[src/rtl/mdu_pkg.sv]
// Shared encodings and constants for the multiply/divide scheduler.
// Imported by mdu_arith and mdu_sched.
package mdu_pkg;

  typedef enum logic [2:0] {
    OP_MULT  = 3'd0,
    OP_MULTU = 3'd1,
    OP_DIV   = 3'd2,
    OP_DIVU  = 3'd3,
    OP_MTHI  = 3'd4,
    OP_MTLO  = 3'd5
  } mdu_op_e;

  typedef enum logic [1:0] {
    ST_IDLE    = 2'd0,
    ST_MUL_RUN = 2'd1,
    ST_DIV_RUN = 2'd2
  } mdu_state_e;

  typedef struct packed {
    logic [31:0] hi;
    logic [31:0] lo;
  } hilo_t;

  localparam logic [3:0] MUL_LAT = 4'd5;
  localparam logic [3:0] DIV_LAT = 4'd10;

  // True for the four ops that occupy the unit for multiple cycles.
  function automatic logic is_md_arith(input logic [2:0] op);
    return op <= OP_DIVU;
  endfunction

endpackage

[src/rtl/mdu_arith.sv]
// Combinational signed/unsigned 32x32 multiply and 32/32 divide.
// Signed forms work on magnitudes and re-apply sign, so INT_MIN / -1 wraps to INT_MIN.
module mdu_arith
  import mdu_pkg::*;
(
  input  logic [2:0]  op,
  input  logic [31:0] a,
  input  logic [31:0] b,
  output logic [63:0] prod,
  output logic [31:0] quot,
  output logic [31:0] rem,
  output logic        div_zero
);

  logic        is_signed;
  logic        a_neg;
  logic        b_neg;
  logic [31:0] a_mag;
  logic [31:0] b_mag;
  logic [63:0] prod_mag;
  logic [31:0] q_mag;
  logic [31:0] r_mag;

  always_comb begin
    is_signed = (op == OP_MULT) || (op == OP_DIV);
    a_neg     = is_signed & a[31];
    b_neg     = is_signed & b[31];
    a_mag     = a_neg ? (32'd0 - a) : a;
    b_mag     = b_neg ? (32'd0 - b) : b;

    prod_mag  = {32'd0, a_mag} * {32'd0, b_mag};
    prod      = (a_neg ^ b_neg) ? (64'd0 - prod_mag) : prod_mag;

    // Zero divisor yields zeros here; the scheduler suppresses the write.
    div_zero  = (b == 32'd0);
    q_mag     = div_zero ? 32'd0 : (a_mag / b_mag);
    r_mag     = div_zero ? 32'd0 : (a_mag % b_mag);
    quot      = (a_neg ^ b_neg) ? (32'd0 - q_mag) : q_mag;
    rem       = a_neg ? (32'd0 - r_mag) : r_mag;
  end

endmodule

[src/rtl/mdu_sched.sv]
// Multi-cycle HI/LO scheduler: latches the result at issue, holds busy for the
// fixed latency, then commits to HI/LO; also produces the D-stage stall.
//
// state      | meaning
// -----------+--------------------------------------------------------------
// ST_IDLE    | no operation in flight; MTHI/MTLO write directly
// ST_MUL_RUN | multiply result pending, cnt counting down from MUL_LAT
// ST_DIV_RUN | divide result pending, cnt counting down from DIV_LAT
module mdu_sched
  import mdu_pkg::*;
(
  input  logic        clk,
  input  logic        reset,
  input  logic        start,
  input  logic [2:0]  op,
  input  logic [31:0] a,
  input  logic [31:0] b,
  input  logic        md_use_d,
  output logic        busy,
  output logic        stall_md,
  output logic [31:0] hi,
  output logic [31:0] lo
);

  mdu_state_e  state_q, state_d;
  logic [3:0]  cnt_q, cnt_d;
  hilo_t       pend_q, pend_d;
  logic        pend_wr_q, pend_wr_d;
  logic [31:0] hi_q, hi_d;
  logic [31:0] lo_q, lo_d;

  logic [63:0] prod;
  logic [31:0] quot;
  logic [31:0] rem;
  logic        div_zero;

  mdu_arith u_arith (
    .op       (op),
    .a        (a),
    .b        (b),
    .prod     (prod),
    .quot     (quot),
    .rem      (rem),
    .div_zero (div_zero)
  );

  always_comb begin
    state_d   = state_q;
    cnt_d     = cnt_q;
    pend_d    = pend_q;
    pend_wr_d = pend_wr_q;
    hi_d      = hi_q;
    lo_d      = lo_q;

    case (state_q)
      ST_IDLE: begin
        if (start) begin
          case (op)
            OP_MULT, OP_MULTU: begin
              pend_d.hi = prod[63:32];
              pend_d.lo = prod[31:0];
              pend_wr_d = 1'b1;
              cnt_d     = MUL_LAT;
              state_d   = ST_MUL_RUN;
            end
            OP_DIV, OP_DIVU: begin
              // A zero divisor still occupies the unit but never commits.
              pend_d.hi = rem;
              pend_d.lo = quot;
              pend_wr_d = ~div_zero;
              cnt_d     = DIV_LAT;
              state_d   = ST_DIV_RUN;
            end
            OP_MTHI: hi_d = a;
            OP_MTLO: lo_d = a;
            default: ;
          endcase
        end
      end

      ST_MUL_RUN, ST_DIV_RUN: begin
        cnt_d = cnt_q - 4'd1;
        if (cnt_q == 4'd1) begin
          if (pend_wr_q) begin
            hi_d = pend_q.hi;
            lo_d = pend_q.lo;
          end
          state_d = ST_IDLE;
        end
      end

      default: state_d = ST_IDLE;
    endcase
  end

  always_ff @(posedge clk or negedge reset) begin
    if (!reset) begin
      state_q   <= ST_IDLE;
      cnt_q     <= 4'd0;
      pend_q    <= '0;
      pend_wr_q <= 1'b0;
      hi_q      <= 32'd0;
      lo_q      <= 32'd0;
    end else begin
      state_q   <= state_d;
      cnt_q     <= cnt_d;
      pend_q    <= pend_d;
      pend_wr_q <= pend_wr_d;
      hi_q      <= hi_d;
      lo_q      <= lo_d;
    end
  end

  assign busy     = (state_q != ST_IDLE);
  assign stall_md = md_use_d & (busy | (start & is_md_arith(op)));
  assign hi       = hi_q;
  assign lo       = lo_q;

endmodule

[config.mk]
export PLATFORM = sky130hd
export DESIGN_NAME = mdu_sched
export DESIGN_NICKNAME = d
export VERILOG_FILES = /design/src/rtl/mdu_pkg.sv /design/src/rtl/mdu_arith.sv /design/src/rtl/mdu_sched.sv
export SDC_FILE = /design/constraint.sdc
export NUM_CORES = 2
export LEC_CHECK = 0
export BUFFER_PORTS_ARGS = -buffer_cell sky130_fd_sc_hd__buf_2
export CAP_MARGIN = 20
export CORE_UTILIZATION = 30
export DETAILED_ROUTE_END_ITERATION = 6
export GPL_ROUTABILITY_DRIVEN = 0
export PLACE_DENSITY = 0.51
export SYNTH_ARGS = -nofsm -noshare
export SYNTH_HDL_FRONTEND = slang
export SYNTH_HIERARCHICAL = 1
export SYNTH_SLANG_ARGS = --single-unit
[constraint.sdc]
create_clock -name clk -period 4.5 [get_ports clk]
set_input_delay 0.225 -clock clk [delete_from_list [all_inputs] [get_ports clk]]
set_output_delay 0.225 -clock clk [all_outputs]
set_load 0.1 [all_outputs]
### After elaboration in Yosys (flattened, before gate mapping)

Cells that the tools add are included.

| storage, ports and cells | value |
|---|---|
| register bits | 135 |
| output and inout port bits | 66 |
| bits of input ports | 71 |
| word-level logic and storage cells | 79 |

| cells by class | value |
|---|---|
| mux-type cells | 26 |
| order comparisons | 1 |
| add/subtract/negate cells | 6 |
| equality and inequality tests | 14 |
| multiply operators | 1 |
| div/mod/pow operators | 2 |
| bitwise logic cells | 7 |
| reduce and logical (&&, ||, !) cells | 15 |

Operators by type and width:

| operator | number |
|---|---|
| $mux W32 | 14 |
| $pmux W32 S2 | 2 |
| $pmux W64 S2 | 1 |
| $sub A1 B32 Y32 const A | 4 |
| $mul A32 B32 Y64 | 1 |
| $mux W64 | 1 |
| $sub A1 B64 Y64 const A | 1 |
| $div A32 B32 Y32 | 1 |
| $logic_not A32 Y1 | 1 |
| $mod A32 B32 Y32 | 1 |
| $pmux W4 S2 | 2 |
| $reduce_and A5 Y1 | 2 |
| $reduce_and A3 Y1 | 3 |
| $pmux W2 S2 | 2 |
| $eq A3 B2 Y1 const B | 2 |
| $eq A3 B3 Y1 const B | 2 |
| $ne A2 B2 Y1 const B | 3 |
| $reduce_bool A2 Y1 | 3 |
| $reduce_or A2 Y1 | 3 |
| $and A1 B1 Y1 | 4 |
| $eq A4 B1 Y1 const B | 1 |
| $mux W2 | 2 |
| $mux W4 | 1 |
| $ne A2 B1 Y1 const B | 2 |
| other kinds (13) | 13 |

### Longest topological paths before layout

| depth | value |
|---|---|
| word-level depth | 9 |
| mapped depth | 380 |
| gate-level depth less buffers | 352 |

### Modules after synthesis

Netlist, hierarchy kept.

By module, submodules not included:

| module | area an instance (um2) | sequential area each (um2) | times used | cells each |
|---|---|---|---|---|
| mdu_arith | 70,079.7 | 0.0 | 1 | 9,607 |
| mdu_sched | 6,611.3 | 3,378.2 | 1 | 660 |

### Worst setup path after synthesis

No wires, ideal clock.

| path | value |
|---|---|
| path type | input -> register |
| start point | input port b[0] |
| end point | register pend_q[63] (netlist name) |
| arrival | 77.665 ns |
| required time | 4.368 ns |
| setup slack | -73.297 ns |
| library setup time | 0.132 ns |
| buffers on the path | 65 |
| stages on the path | 347 |
| cell sequence | clkbuf_1 > inv_1 > clkbuf_1 > ha_1 > or4b_1 > buf_2 > nor4_1 > nor3_1 > or2_1 > clkbuf_1 > inv_1 > nand2_1 > nor4_4 > buf_2 > nand4_1 > and2_1 > ha_1 > o21a_1 > [311 not listed] > a2111oi_0 > nor3_1 > and2_0 > clkbuf_1 > nand2_1 > clkbuf_1 > a21oi_1 > a221oi_1 > nand2b_1 > a2111o_1 > nor3_1 > and2_1 > nand4_1 > nor3_2 > a31oi_1 > xor2_1 > mux2i_1 > o21ai_1 |

| between the ends | value |
|---|---|
| longest elaborated chain between the ends | 7 |
| elaborated cells on any way between the ends | 11 |
| those cells by class | add/sub (3); mul (1); div (1); mux (5); reduce/logical (1) |

RTL lines:

| what | RTL line | RTL |
|---|---|---|
| start, declared | mdu_sched.sv:17 | `input logic [31:0] b,` |
| $sub A1 B32 Y32 | mdu_arith.sv:29 | `b_mag = b_neg ? (32'd0 - b) : b;` |
| $mux W32 | mdu_arith.sv:29 |  |
| $mod A32 B32 Y32 | mdu_arith.sv:37 | `r_mag = div_zero ? 32'd0 : (a_mag % b_mag);` |
| $mux W32 (*) | mdu_arith.sv:37 |  |
| $sub A1 B32 Y32 | mdu_arith.sv:39 | `rem = a_neg ? (32'd0 - r_mag) : r_mag;` |
| $mux W32 (*) | mdu_arith.sv:39 |  |
| named net rem[31] | mdu_sched.sv:34 | `logic [31:0] rem;` |
| $pmux W64 S2 (*) | mdu_sched.sv:58 | `case (op)` |
| end signal, assigned | mdu_sched.sv:107 | `pend_q <= pend_d;` |
| end, declared | mdu_sched.sv:27 | `hilo_t pend_q, pend_d;` |

Mark *: on every way through the listed nets, which the timed path passes. The rest lies on a longest branch.
A chain may end at the register's enable or synchronous reset.

### Worst setup path in the final report

| path | value |
|---|---|
| start point | input port a[1] |
| end point | register pend_q[53] (netlist name) |

| between the ends | value |
|---|---|
| elaborated cells on any way between the ends | 10 |
| those cells by class | add/sub (3); mul (1); div (1); mux (5) |

RTL lines:

| what | RTL line | RTL |
|---|---|---|
| start, declared | mdu_sched.sv:16 | `input logic [31:0] a,` |
| $sub A1 B32 Y32 | mdu_arith.sv:28 | `a_mag = a_neg ? (32'd0 - a) : a;` |
| $mux W32 (*) | mdu_arith.sv:28 |  |
| $mul A32 B32 Y64 (*) | mdu_arith.sv:31 | `prod_mag = {32'd0, a_mag} * {32'd0, b_mag};` |
| $sub A1 B64 Y64 | mdu_arith.sv:32 | `prod = (a_neg ^ b_neg) ? (64'd0 - prod_mag) : prod_mag;` |
| $mux W64 (*) | mdu_arith.sv:32 |  |
| named net prod[53] | mdu_sched.sv:32 | `logic [63:0] prod;` |
| $pmux W64 S2 (*) | mdu_sched.sv:58 |  |

Marks and branches as above.

==> run summary <==
CTS Buffer Depth - 2
DIE AREA - 0.258 mm²
DRC - 0
critical path class - input pin to flip-flop
worst r2r path cells - 6
nets@finish - 15473
hold slack - 0.0946 ns
CTS Buf Count - 17
RSZ-0062 raised after global routing - yes
Routed WL - 423 mm
starting density of the core - 30.2%
port bufs - 136
most frequent cells in the layout - buf_4, nand2_1, inv_1, fa_1, nor2_1
I/O pins - 137
Worst-path clk slew - 0.07 ns
wire length per cell - 24.7 µm
fin crit share - 1520%
post-synth net total - 12042
reg2reg start - state_q[1]
DR vias/cell - 5.52
worst path bufs/invs - 51
Hold Path Depth - 2
RR Endpoint - hi[25]
DR pass1 iterations - 6
startpoint types - input pin
Detail Route Antenna Nets - 0
Pins Over Slew Limit - 0
commonest non-fill, non-tap cell in the layout - buf_4
CP endpoint kind - flip-flop
Worst Hold Class - input pin to flip-flop
clk root buf - clkbuf_16
All-Layer GR Usage - 31.3%
Clock Sinks - 135
DP HPWL - 343 mm
worst hold endpoint - state_q[0]
share of layout cells above drive strength 1 - 37.4%
final hold vios - 0
average cell area after synthesis - 7.47 µm²
number of global-route vias before repair - 93327
first-pass GRT wire length - 603 mm
sequential area share after synthesis - 4.40%
crit-path max FO - 10
Die Ht - 508 µm
status - complete, but fails checks
cell area after synthesis - 0.0767 mm²
Worst path max stage delay - 0.58 ns
FF+latch count, synth - 135
number of vias in the routed layout - 94393
slack of the critical path - -63.79 ns
largest net degree at the start of global routing - 103
Post-synth EDFFs - 0
Worst Skew - 0.0150 ns
P&R area growth vs syn - 51.6%
Worst path slowest cell - or4_4
min cycle time layout - 68.29 ns
final setup fails - 64
DRT iter0 DRCs - 9341
# rows - 185
CP dominant cell by count - ha_4
Synth cell types - 113
worst slew pin tran - 1.12 ns
R2R Setup Slk - 1.96 ns
HP Start - op[1]
Critical Path AT - 68.60 ns
Die X - 508 µm
fill count - 25067
Post-synth top flop - dfrtp_1
clk_lat worst skew - 0.43 ns
failing checks - setup timing
crit-path leading delay family - compound AO/OA/AOI/OAI gates
fraction of registers with async set/reset - 100%
TritonCTS clock tree - built
core footprint - 0.254 mm²
remaining global-route overflow - 0
H-tree levels - 4
max_cap viols - 0
max_slew headroom - 23.3%
initial antenna violation count - 40
f_max - 0.0146 GHz
Syn Inst Count - 10267
Ys Warns - 6
CP Data Required Time - 4.81 ns
synthesized netlist by cell type, types with 25 or more instances:
library cell | instances | area, µm²
nand2b_1 | 74 | 463
and4_1 | 25 | 219
mux2_2 | 42 | 473
inv_1 | 1181 | 4430
or2_2 | 54 | 338
buf_2 | 51 | 255
clkbuf_1 | 342 | 1280
dfrtp_1 | 135 | 3380
nor2b_1 | 84 | 526
o21bai_1 | 62 | 465
o21ai_1 | 82 | 410
o31ai_1 | 65 | 488
ha_1 | 807 | 10100
nor3b_1 | 27 | 203
nand3_1 | 192 | 961
nand4_1 | 90 | 563
o211ai_1 | 81 | 608
a21oi_1 | 737 | 3690
nor4_1 | 78 | 488
mux2i_1 | 100 | 1000
xnor2_1 | 363 | 3180
o21a_1 | 137 | 1030
and3_1 | 47 | 294
a21boi_0 | 36 | 270
fa_1 | 897 | 18000
and2_1 | 54 | 338
or3_1 | 77 | 482
nor2_1 | 898 | 3370
buf_1 | 45 | 169
a21oi_2 | 61 | 534
nand2_1 | 1569 | 5890
nor3_1 | 214 | 1070
xor2_1 | 250 | 2190
a211oi_1 | 74 | 556
a31oi_1 | 118 | 738
a211o_1 | 27 | 236
o21ai_0 | 392 | 1960
or4_1 | 39 | 293
o22ai_1 | 36 | 225
a21o_1 | 173 | 1300
cell type report:
cell class	instances	area [µm²]	area share (%)
Clock buffer	18	439	0.378
Clock inverter	14	185	0.159
Timing Repair Buffer	3869	29700	25.6
Tap cell	3366	4210	3.62
Inverter	1199	4540	3.91
Sequential cell	135	3380	2.91
Multi-Input combinational cell	8476	73700	63.4
Antenna cell	11	27.5	0.0237
timing repair:
item | 4_1_cts | 5_1_grt
hold endpoints to repair | 101 | 0
cloned | 0 | 11
pin swaps | 107 | 431
hold buffers | 1 | 0
resized for setup | 277 | 791
setup buffers | 60 | 223
setup endpoints to repair | 64 | 64
sequential cells by signal (all words and copies together) (netlist names):
signal	cells
pend_q	64
hi	32
lo	32
cnt_q	4
state_q	2
pend_wr_q	1
worst register-to-register path, delay by kind of cell (launching register included):
| family | cells | cell delay (ns) |
|---|---|---|
| buf+inv | 1 | 0.09 |
| flops | 1 | 0.40 |
| compound gates | 2 | 0.55 |
| fa+ha+maj | 1 | 0.31 |
| mux | 1 | 0.15 |
| simple gates | 1 | 0.88 |
routing by layer:
metal  GRT usage, %  wire length [µm]
met2           48.4            180000
met4           18.7             32300
met5              0               211
met1           39.5            164000
met3           7.33             46300
kinds of logic after synthesis:
logic type      after synthesis  synth area share, %
xor+xnor                    613                 7.00
simple gates               3591                 21.2
buf+inv                    1656                 8.34
compound gates             2425                 20.5
mux                         143                 1.94
fa+ha+maj                  1704                 36.6
flops                       135                 4.40
stage by stage:
step / utilization, % / instance area, µm² / worst slack [ns] / setup TNS [ns] / cells
CTS: 43.5 / 111000 / -63.40 / -3999.50 / 16850
global placement: 42.6 / 108000 / -67.92 / -4291.12 / 16757
finish: 45.7 / 116000 / -63.79 / -4026.96 / 17088
detailed placement: 42.6 / 108000 / -69.33 / -4383.39 / 16757
floorplan: - / 79000 / -61.83 / -3887.20 / 10267
global route: 45.7 / 116000 / -65.71 / -4147.78 / 17080
how the worst max path moves through the flow:
stage | to | depth (start not counted) | from
3_5_place_dp | pend_q[58] | 341 | b[1]
3_3_place_gp | pend_q[58] | 344 | b[1]
2_1_floorplan | pend_q[62] | 344 | b[0]
5_1_grt | pend_q[53] | 348 | b[2]
6_report | pend_q[53] | 348 | a[1]
4_1_cts | pend_q[50] | 341 | a[1]
Power is not shown: default switching activity piles up to over one toggle a cycle in this logic, so the estimate is an artifact.
